--- config.mk ---
export PLATFORM = sky130hd
export DESIGN_NAME = chunked_addsub
export DESIGN_NICKNAME = d
export VERILOG_FILES = /design/src/rtl/chunked_addsub_pkg.sv /design/src/rtl/chunked_addsub_chunk_adder.sv /design/src/rtl/chunked_addsub.sv
export SDC_FILE = /design/constraint.sdc
export NUM_CORES = 1
export LEC_CHECK = 0
export BUFFER_PORTS_ARGS = -buffer_cell sky130_fd_sc_hd__buf_2
export CORE_MARGIN = 2
export CORE_UTILIZATION = 48
export CTS_CLUSTER_DIAMETER = 60
export DETAILED_ROUTE_END_ITERATION = 8
export GPL_ROUTABILITY_DRIVEN = 0
export GPL_TIMING_DRIVEN = 0
export HOLD_SLACK_MARGIN = 0.06
export PLACE_DENSITY = 0.84
export SYNTH_ARGS = -nofsm -noshare
export SYNTH_HDL_FRONTEND = slang
export SYNTH_SLANG_ARGS = --single-unit
--- constraint.sdc ---
create_clock -name clk -period 4.7 [get_ports clk]
set_clock_uncertainty 0.1 [all_clocks]
set_input_delay 0 -clock clk [delete_from_list [all_inputs] [get_ports clk]]
set_output_delay 0 -clock clk [all_outputs]
set_load 0.1 [all_outputs]
--- src/rtl/chunked_addsub_pkg.sv ---
// Shared types and helpers for the chunked multi-cycle adder/subtractor.
package chunked_addsub_pkg;

   typedef enum logic [1:0] {
      IDLE = 2'd0,
      RUN  = 2'd1,
      DONE = 2'd2
   } state_t;

   // Chunk index width; a single-chunk build still needs one bit.
   function automatic int idx_width(input int n);
      return (n <= 1) ? 1 : $clog2(n);
   endfunction

endpackage

--- src/rtl/chunked_addsub_chunk_adder.sv ---
// Combinational CHUNK-bit ripple-carry adder; the single adder shared by all chunks.
module chunk_adder #(
   parameter int CHUNK = 8
) (
   input  logic [CHUNK-1:0] a,
   input  logic [CHUNK-1:0] b,
   input  logic             cin,
   output logic [CHUNK-1:0] sum,
   output logic             cout
);

   always_comb begin
      logic c;
      sum = '0;
      c   = cin;
      for (int i = 0; i < CHUNK; i++) begin
         sum[i] = a[i] ^ b[i] ^ c;
         c      = (a[i] & b[i]) | (c & (a[i] ^ b[i]));
      end
      cout = c;
   end

endmodule

--- src/rtl/chunked_addsub.sv ---
// Multi-cycle WIDTH-bit add/subtract, CHUNK bits per clock through one shared adder.
// Optional zero-result flag enabled by defining CHUNKED_ADDSUB_ZERO_FLAG_EN.
module chunked_addsub #(
   parameter int WIDTH = 32,
   parameter int CHUNK = 8
) (
   input  logic             clk,
   input  logic             reset,
   input  logic             start,
   input  logic             sub,
   input  logic [WIDTH-1:0] a,
   input  logic [WIDTH-1:0] b,
   input  logic             cin,
   output logic             busy,
   output logic             done,
   output logic [WIDTH-1:0] sum,
   output logic             cout,
   output logic             overflow
`ifdef CHUNKED_ADDSUB_ZERO_FLAG_EN
   ,
   output logic             zero
`endif
);

   import chunked_addsub_pkg::*;

   localparam int              NCHUNK   = WIDTH / CHUNK;
   localparam int              IDXW     = idx_width(NCHUNK);
   localparam logic [IDXW-1:0] LAST_IDX = IDXW'(NCHUNK - 1);

   state_t           r_state;
   state_t           w_next;
   logic [IDXW-1:0]  r_idx;
   logic             r_carry;
   logic [WIDTH-1:0] r_a;
   logic [WIDTH-1:0] r_b;
   logic [WIDTH-1:0] r_sum;
   logic             r_cout;
   logic             r_ovf;
   logic [CHUNK-1:0] w_ca;
   logic [CHUNK-1:0] w_cb;
   logic [CHUNK-1:0] w_cs;
   logic             w_cc;
   logic             w_accept;
   logic             w_last;
   logic             w_run;

   assign w_run    = (r_state == RUN);
   assign w_accept = start && !w_run;
   assign w_last   = (r_idx == LAST_IDX);
   assign w_ca     = r_a[r_idx*CHUNK +: CHUNK];
   assign w_cb     = r_b[r_idx*CHUNK +: CHUNK];

   chunk_adder #(.CHUNK(CHUNK)) u_chunk_adder (
      .a    (w_ca),
      .b    (w_cb),
      .cin  (r_carry),
      .sum  (w_cs),
      .cout (w_cc)
   );

   always_ff @(posedge clk) begin
      if (reset) r_state <= IDLE;
      else       r_state <= w_next;
   end

   always_comb begin
      w_next = r_state;
      case (r_state)
         IDLE:    if (start) w_next = RUN;
         RUN:     if (w_last) w_next = DONE;
         DONE:    w_next = start ? RUN : IDLE;
         default: w_next = IDLE;
      endcase
   end

   // Operands are pure data: captured on accept, never cleared.
   always_ff @(posedge clk) begin
      if (w_accept) begin
         r_a <= a;
         r_b <= sub ? ~b : b;
      end
   end

   always_ff @(posedge clk) begin
      if (reset) begin
         r_idx   <= '0;
         r_carry <= 1'b0;
         r_sum   <= '0;
         r_cout  <= 1'b0;
         r_ovf   <= 1'b0;
      end else if (w_accept) begin
         r_idx   <= '0;
         r_carry <= sub | cin;
         r_cout  <= 1'b0;
         r_ovf   <= 1'b0;
      end else if (w_run) begin
         r_sum[r_idx*CHUNK +: CHUNK] <= w_cs;
         r_carry <= w_cc;
         r_idx   <= w_last ? '0 : r_idx + 1'b1;
         // On the last chunk the chunk MSBs are the operand/result MSBs.
         if (w_last) begin
            r_cout <= w_cc;
            r_ovf  <= (w_ca[CHUNK-1] == w_cb[CHUNK-1]) && (w_cs[CHUNK-1] != w_ca[CHUNK-1]);
         end
      end
   end

`ifdef CHUNKED_ADDSUB_ZERO_FLAG_EN
   logic r_nz;
   logic r_zero;

   always_ff @(posedge clk) begin
      if (reset || w_accept) begin
         r_nz   <= 1'b0;
         r_zero <= 1'b0;
      end else if (w_run) begin
         r_nz <= r_nz | (|w_cs);
         if (w_last) r_zero <= ~(r_nz | (|w_cs));
      end
   end

   assign zero = r_zero;
`endif

   assign busy     = w_run;
   assign done     = (r_state == DONE);
   assign sum      = r_sum;
   assign cout     = r_cout;
   assign overflow = r_ovf;

endmodule

==> results of run 1 <==
[worst max-delay path: stages, from the launching register on]
cell     delay, ps
dfxtp_4        390
buf_12         120
buf_12         140
mux4_2         490
inv_1           80
fa_2           190
fa_1           150
inv_1           60
fa_2           360
fa_1           410
inv_1           90
fa_2           190
inv_1           50
fa_1           350
inv_1           90
fa_1           170
inv_1           60
fa_2           640
xnor2_1        140
o22ai_1         90
[registers in the layout, indices dropped and copies added, names as in the netlist]
register,cells
r_idx,2
r_a,32
r_state,2
overflow,1
r_b,32
cout,1
sum,32
r_carry,1
[cells by family (layout without fill, tap and decap cells)]
| family | after synthesis | count (layout) | synth area share (%) |
|---|---|---|---|
| multiplexers | 16 | 16 | 9.212 |
| adder cells (fa/ha/maj) | 15 | 15 | 5.477 |
| AND/OR/NAND/NOR | 67 | 67 | 7.635 |
| AO/OA/AOI/OAI | 40 | 40 | 6.777 |
| XOR/XNOR | 33 | 33 | 6.390 |
| flip-flops | 103 | 103 | 59.75 |
| buffers and inverters | 43 | 233 | 4.758 |
[Yosys cell counts (all sizes together) (6+ instances only)]
library cell / number
edfxtp: 64
dfxtp: 39
xor2: 32
nor2: 29
a32oi: 24
inv: 22
mux4: 16
buf: 14
a21oi: 11
nand2: 10
nand3: 9
fa: 8
clkbuf: 7
ha: 7
nand3b: 6
[how the worst min path moves through the flow]
stage                                end  slack (ps)   from  cells past startpoint
finish              r_carry$_SDFFE_PP0P_         150    sub                      4
global route        r_carry$_SDFFE_PP0P_         180    sub                      4
CTS                 r_carry$_SDFFE_PP0P_         160    sub                      4
detailed placement     r_a[18]$_DFFE_PP_          80  a[18]                      1
global placement        r_a[4]$_DFFE_PP_          80   a[4]                      1
floorplan               r_a[0]$_DFFE_PP_          -1   a[0]                      0
[report_power, final]
part / internal, mW / switching, mW
clock network: 0.277 / 0.332
logic: 0.163 / 0.244
registers: 1.02 / 0.0163
total: 1.46 / 0.592
[per-stage QoR]
step	util [%]	cell area (sq um)	setup WS, ps	setup TNS [ps]
finish	66.87	6150	192.5	0
CTS	66.59	6123	21.66	0
global route	66.87	6150	-1.947	-1.947
detailed placement	56.60	5205	-117.8	-359.6
global placement	56.30	5177	-241.2	-8439
floorplan	-	4523	256.2	0
[per-layer routing]
metal | up-vias | global-route usage [%]
li1 | 1539 | -
met1 | 1581 | 28.42
met2 | 134 | 41.42
met3 | 23 | 4.924
met4 | 0 | 7.588
met5 | - | 0
[what timing repair did]
item | 4_1_cts | 5_1_grt
pin swaps | 0 | 1
buffers inserted | 0 | 2
hold buffers | 69 | 0
gates cloned | 0 | 0
hold endpoints to repair | 75 | 0
gates resized for setup | 3 | 10
setup endpoints to repair | 5 | 5
[final cells by class]
| cell class | count | area, sq um | area share (%) |
|---|---|---|---|
| Inverter | 22 | 82.58 | 1.343 |
| Sequential cell | 103 | 2708 | 44.03 |
| Clock inverter | 6 | 83.83 | 1.363 |
| Buffer | 20 | 138.9 | 2.258 |
| Tap cell | 111 | 138.9 | 2.258 |
| Timing Repair Buffer | 175 | 1241 | 20.18 |
| Multi-Input combinational cell | 171 | 1619 | 26.33 |
| Clock buffer | 10 | 137.6 | 2.238 |
==> qor.yml, run 1 <==
final_common_cell: "buf_2"
via_per_inst: 5.303
clockRootBuffer: "clkbuf_8"
clockBufferDepth: 2
p_leak_nw: 2.542
syn-cell-area_sq_mm: 0.004523
yosysTopAreaCellShare_pct: 42.49
cts.htree.levels: 3
r2r_start: "r_idx[0]$_SDFFE_PP0P_"
r2r-end: "overflow$_SDFFE_PP0P_"
cp-startpoint: "r_idx[0]$_SDFFE_PP0P_"
cp_max_fo: 10
cts_tree: "built"
worstSetupEndpoint: "overflow$_SDFFE_PP0P_"
ys_seq_area_share_pct: 59.75
finalPower_mw: 2.052
arrival_ps: 4640
drt-wirelength-per-cell_um: 18.35
io_pins: 105
area_growth_pct: 35.96
wl_met3_um: 691
grt.total_usage_pct: 23.37
critPathRequiredTime_ps: 4830
synth_flop_cell: "edfxtp_1"
status: "finished clean"
hold_viol_final: 0
fillerInstances: 634
critPathCaptureType: "flip-flop"
relSlewSlack_pct: 49.30
drive_gt1_share_pct: 28.99
drt_iter0_drc: 132
whs_ps: 153.8
final_cells: 618
grt_pass1_vias: 3470
rrSetupSlack_ps: 190
synth.largest_area_cell: "edfxtp_1"
min_period_over_period_pct: 95.90
synth_warnings: 0
irDropWorstVdd_mv: 0.1714
max_freq_mhz: 221.9
p_per_area_mw_per_mm2: 333.7
die-area_sq_mm: 0.01022
start_util_pct: 49.18
cts_sinks: 103
final_nets: 586
final_cell_mix: "110 x buf_2, 69 x dlygate4sd3_1, 64 x edfxtp_1, 37 x dfxtp_1, 32 x xor2_1"
setup_viol: 0
fp.coreArea_sq_mm: 0.009196
hp-class: "input pin to flip-flop"
critPathKind: "flip-flop to flip-flop"
timing.final.crit_period_ps: 4507
grt_max_degree: 41
r2r_cells: 19
syn_inst: 317
start_kind: "flip-flop"
antenna_left: 0
drc: 0
synth_seq_cells: 103
hpwlAfterDp_um: 6705
async_flop_share_pct: 0
synth_area_per_cell_sq_um: 14.27
die_w_um: 101.1
synth_edf_count: 64
portBuffers: 103
wirelength_um: 11340
synth_nets: 401
rows: 35
dr_wl_met2_um: 5996
drv_slew: 0
drv_cap: 0
dp.cells: 532
drt_pre_antenna_iters: 4
diodes: 0
antenna_found_initial: 0
synth.distinct_cells: 35
dr.max_layer_used: "met4"
grt_pass1_wl_um: 17780
wl_met1_um: 4413
gr-total-overflow: 0
path_clk_slew_ps: 100
synth_area_leaders: "edfxtp_1 42%, dfxtp_1 17%, mux4_1 8.7%"
numCtsBuffers: 9
die_y_um: 101.1
worst_pin_slew_ps: 758.7
clock_latency_ps: 370
vias: 3277
Power figures use the tool's default switching activity.
==> inputs of run 2 (changes only) <==
--- a/config.mk
+++ b/config.mk
@@ -15,5 +15,6 @@
 export HOLD_SLACK_MARGIN = 0.06
-export PLACE_DENSITY = 0.84
+export PLACE_DENSITY = 0.85
 export SYNTH_ARGS = -nofsm -noshare
 export SYNTH_HDL_FRONTEND = slang
+export SYNTH_HIERARCHICAL = 1
 export SYNTH_SLANG_ARGS = --single-unit
==> constraint.sdc (replaced) <==
create_clock -name clk -period 4.7 [get_ports clk]
set_clock_uncertainty 0.1 [all_clocks]
set_input_delay 0.235 -clock clk [delete_from_list [all_inputs] [get_ports clk]]
set_output_delay 0.235 -clock clk [all_outputs]
set_load 0.1 [all_outputs]
==> run 2 against run 1 <==
  * Core utilization down 0.74 points
  * Via count shrank 8.8%
  * Routed wire length decreased by 16%
  * Critical path depth is 1 lower
  * Sequential cell count stayed put
  * Hold slack lost 81 ps
  * Count of clock-buffer cells in the layout is the same
==> qor.yml, run 2 <==
timing.final.crit_period_ps: 4640
arrival_ps: 4770
p_sw_mw: 0.5522
drv_slew: 0
pwr-share-comb_pct: 19.3
antenna_found_initial: 0
worst_pin_slew_ps: 502.9
rsz0062_at_grt: "yes"
die_w_um: 99.31
synth_area_leaders: "edfxtp_1 44%, dfxtp_1 18%, mux4_2 8.3%"
drt_iter0_drc: 107
min_period_over_period_pct: 98.72
fp.coreArea_sq_mm: 0.008763
final_cell_mix: "106 x buf_2, 64 x edfxtp_1, 45 x dlygate4sd3_1, 41 x nor2_1, 37 x dfxtp_1"
p_int_mw: 1.482
final_nets: 547
vias: 2989
drv_cap: 0
cts_tree: "built"
dr.max_layer_used: "met4"
ys_seq_area_share_pct: 61.98
critPathKind: "flip-flop to flip-flop"
synth_nets: 384
rows: 34
clock_latency_ps: 360
synth_seq_cells: 103
area_growth_pct: 32.91
synth_common_cells: "64 x edfxtp_1, 41 x nor2_1, 39 x dfxtp_1"
io_pins: 105
setup_viol: 0
relSlewSlack_pct: 66.47
cts_sinks: 103
critPathRequiredTime_ps: 4830
drc: 0
synth.distinct_cells: 27
path_clk_slew_ps: 100
gr-total-overflow: 0
cp_max_fo: 4
clkPwrFrac_pct: 29.8
wirelength_um: 9527
synth_flop_cell: "edfxtp_1"
design_area_sq_mm: 0.005796
postPlaceCellArea_sq_mm: 0.005062
drt-wirelength-per-cell_um: 16.51
synth_area_per_cell_sq_um: 14.49
p_sw_share_pct: 27.14
numCtsBuffers: 9
synth_warnings: 6
seq_power_share_pct: 51.0
portBuffers: 102
clockRootBuffer: "clkbuf_8"
yosysMostFrequentCell: "edfxtp_1"
diodes: 0
cts.htree.levels: 3
dr_wl_met2_um: 4890
clockBufferDepth: 2
die-area_sq_mm: 0.009862
grt_pass1_vias: 3153
syn_inst: 301
start_kind: "flip-flop"
wl_met3_um: 561
drt_pre_antenna_iters: 4
async_flop_share_pct: 0
p_leak_nw: 2.330
start_util_pct: 49.76
drive_gt1_share_pct: 36.46
syn-cell-area_sq_mm: 0.004360
synth_edf_count: 64
via_per_inst: 5.180
max_freq_mhz: 215.5
p_per_area_mw_per_mm2: 351.1
die_y_um: 99.31
grt_max_degree: 47
hp-class: "input pin to flip-flop"
hold_viol_final: 0
final_common_cell: "buf_2"
grt_pass1_wl_um: 15500
critPathCaptureType: "flip-flop"
status: "finished clean"
hpwlAfterDp_um: 6646
synth.largest_area_cell: "edfxtp_1"
antenna_left: 0
grt.total_usage_pct: 20.34
wl_met1_um: 3951
yosysTopAreaCellShare_pct: 44.07
irDropWorstVdd_mv: 0.2012
finalPower_mw: 2.035
setup_tns_ps: 0
run 2: cell types whose count changed in the layout (fill, tap and decap cells not counted), moves of 6 or more:
cell           change
inv_1             -13
dlygate4sd3_1     -24
nand3_1            -8
a21oi_1            -6
a32oi_1           -24
mux4_1            -14
inv_2              +6
nor2_1            +13
a22oi_1           +32
mux4_2            +14
run 2: path summary, 6_finish.rpt:
| kind | start | to | slack (ps) | cells after the start |
|---|---|---|---|---|
| min | b[13] | r_b[13]$_DFFE_PP_ | 70 | 2 |
| min reg2reg | cout$_SDFFE_PP0P_ | cout$_SDFFE_PP0P_ | 390 | 2 |
| max reg2reg | r_idx[0]$_SDFFE_PP0P_ | overflow$_SDFFE_PP0P_ | 60 | 18 |
| max | r_idx[0]$_SDFFE_PP0P_ | overflow$_SDFFE_PP0P_ | 60 | 18 |
run 2: final cells by class:
class,instances,area (sq um)
Buffer,13,102.6
Clock buffer,10,127.6
Clock inverter,6,92.59
Fill cell,611,2968
Inverter,15,56.30
Multi-Input combinational cell,169,1555
Sequential cell,103,2708
Tap cell,108,135.1
Timing Repair Buffer,153,1018
run 2: kinds of logic (layout without fill, tap and decap cells):
group / Yosys count / count (layout) / synth area share [%]
flops: 103 / 103 / 61.98
simple gates: 67 / 67 / 8.379
compound gates: 40 / 40 / 6.657
xor+xnor: 32 / 32 / 6.428
buf+inv: 29 / 197 / 2.898
mux: 16 / 16 / 8.264
fa+ha+maj: 14 / 14 / 5.394
run 2: worst max-delay path, stage by stage, from the launching register on:
cell,delay (ps)
dfxtp_4,380
buf_12,110
mux4_2,510
fa_2,400
inv_2,60
fa_2,190
inv_2,50
fa_2,350
fa_2,390
fa_2,360
fa_2,350
fa_2,340
inv_2,70
fa_1,420
inv_2,70
inv_1,60
and3_4,150
nor3_2,120
a211oi_2,60
run 2: per-stage QoR:
step	instances	hold WS [ps]	util [%]	setup slack (ps)
after floorplan	301	233.9	-	-38.07
after global placement	511	311.9	57.52	-391.0
after detailed placement	512	313.1	57.77	-492.0
after CTS	577	60.16	66.02	3.740
after global routing	577	64.32	66.13	-68.61
final	577	72.82	66.13	60.36
run 2: power groups by stage:
stage               registers [mW]  clock network [mW]  logic, mW
global route                  1.04               0.648      0.421
finish                        1.04               0.606      0.392
detailed placement            1.06                   0      0.344
global placement              1.06                   0      0.330
CTS                           1.04               0.616      0.385
floorplan                     1.10                   0      0.192
run 2: timing repair:
item | 4_1_cts | 5_1_grt
endpoints found under the hold margin | 45 | 0
hold buffers | 45 | 0
buffers inserted | 5 | 0
resized for setup | 9 | 5
pin swaps | 2 | 3
endpoints found under the setup margin | 5 | 2
run 2: layer usage:
layer  vias up  track usage (%)
met5         -                0
met4         0            7.587
met3        13            3.443
met2       116            35.29
met1      1443            25.71
li1       1417                -
==> inputs of run 3 (changes only) <==
Settings changed: PLACE_DENSITY 0.85 to 0.84, SYNTH_HIERARCHICAL 1 to default.
==> run 3 against run 2 <==
  * Combinational power decreased by 2%
  * Critical path type unchanged
  * Fmax grew 3.5%
  * Final cell count increased by 2.9%
  * Total power down 0.41%
  * Core utilization fell by 1.9 points
==> qor.yml, run 3 (same netlist as run 1, synthesis figures left out) <==
worst_pin_slew_ps: 795.3
cts.htree.levels: 3
clockRootBuffer: "clkbuf_8"
drive_gt1_share_pct: 30.85
fp.coreArea_sq_mm: 0.009196
grt_pass1_wl_um: 15790
drt_iter0_drc: 111
grt_pass1_vias: 3196
p_leak_nw: 2.448
clockBufferDepth: 2
grt_max_degree: 41
final_cell_mix: "110 x buf_2, 64 x edfxtp_1, 42 x dlygate4sd3_1, 37 x dfxtp_1, 32 x xor2_1"
cp_max_fo: 10
worstPathCellList: "buf_12, buf_12, mux4_2, inv_1, fa_2, fa_1, inv_1, fa_2, fa_1, inv_1, fa_2, inv_1, fa_1, inv_1, fa_1, inv_1, fa_2, xnor2_1, o22ai_1"
rsz0062_at_grt: "no"
critPathMostFrequentCell: "inv_1"
max_freq_mhz: 223.1
path_clk_slew_ps: 110
numCtsBuffers: 9
cp_slowest_cell: "fa_2"
min_period_over_period_pct: 95.38
irDropWorstVdd_mv: 0.2178
finalPower_mw: 2.026
worst-path-buf-inv: 8
final_nets: 562
die_w_um: 101.1
start_util_pct: 49.18
area_growth_pct: 30.57
drt_pre_antenna_iters: 4
wirelength_um: 10080
p_per_area_mw_per_mm2: 343.1
p_sw_share_pct: 28.66
gr-total-overflow: 0
critPathKind: "flip-flop to flip-flop"
relSlewSlack_pct: 46.85
fillerInstances: 679
start_kind: "flip-flop"
clkPwrFrac_pct: 30.0
critPathRequiredTime_ps: 4820
die-area_sq_mm: 0.01022
cts_sinks: 103
diodes: 0
design_area_sq_mm: 0.005906
drv_slew: 0
clock_latency_ps: 370
setup_viol: 0
critPathTopFamily: "adder cells"
p_int_mw: 1.446
p_sw_mw: 0.5807
drt-wirelength-per-cell_um: 16.97
antenna_left: 0
io_pins: 105
grt.total_usage_pct: 20.36
drc: 0
via_per_inst: 5.325
final_common_cell: "buf_2"
vias: 3163
pwr-share-comb_pct: 19.0
portBuffers: 103
arrival_ps: 4600
status: "finished clean"
seq_power_share_pct: 51.0
rows: 35
hp-class: "input pin to flip-flop"
hold_viol_final: 0
hpwlAfterDp_um: 6705
die_y_um: 101.1
timing.final.crit_period_ps: 4483
antenna_found_initial: 0
critPathCaptureType: "flip-flop"
postPlaceCellArea_sq_mm: 0.005205
cts_tree: "built"
drv_cap: 0
cpPeakStageDelay_ps: 630
## run 3: what timing repair did
| item | CTS | global route |
|---|---|---|
| pin swaps | 0 | 1 |
| gates resized for setup | 3 | 9 |
| buffers inserted | 0 | 5 |
| endpoints found under the hold margin | 41 | 1 |
| hold buffers | 41 | 1 |
| endpoints found under the setup margin | 5 | 5 |
## run 3: final cells by class
type	count	area [sq um]	area share, %
repair buffers	151	993.5	16.82
inverters	22	82.58	1.398
clock buffers	10	137.6	2.331
flip-flops and latches	103	2708	45.85
plain buffers	20	138.9	2.352
clock inverters	6	83.83	1.419
multi-input cells	171	1623	27.48
well taps	111	138.9	2.352
## run 3: routing by layer
metal	up-vias	GRT usage, %	routed length [um]
met5	-	0	0
met2	125	35.30	5144
met4	0	7.484	195
li1	1489	-	-
met1	1529	24.87	4157
met3	20	4.577	580
## run 3: path summary, 6_finish.rpt
check,endpoint,from,cells past startpoint,slack [ps]
max,overflow$_SDFFE_PP0P_,r_idx[0]$_SDFFE_PP0P_,19,220
min,r_b[26]$_DFFE_PP_,b[26],2,70
max reg2reg,overflow$_SDFFE_PP0P_,r_idx[0]$_SDFFE_PP0P_,19,220
min reg2reg,sum[7]$_SDFFE_PP0P_,sum[7]$_SDFFE_PP0P_,2,360
## run 3: power by group through the flow
stage,sequential (mW),clock [mW],combinational (mW)
global route,1.04,0.645,0.415
detailed placement,1.06,0,0.344
finish,1.03,0.607,0.385
floorplan,1.10,0,0.183
global placement,1.06,0,0.332
CTS,1.04,0.614,0.373
## run 3: metrics by stage
| step | TNS, ps | util, % | instances | setup slack [ps] | hold slack [ps] |
|---|---|---|---|---|---|
| 2_1_floorplan | 0 | - | 317 | 256.2 | 233.9 |
| 4_1_cts | 0 | 63.54 | 589 | 21.66 | 60.36 |
| 5_1_grt | 0 | 64.22 | 594 | 7.412 | 64.86 |
| 3_5_place_dp | -359.6 | 56.60 | 532 | -117.8 | 313.3 |
| 3_3_place_gp | -8439 | 56.30 | 531 | -241.2 | 312.4 |
| 6_report | 0 | 64.22 | 594 | 217.2 | 73.93 |
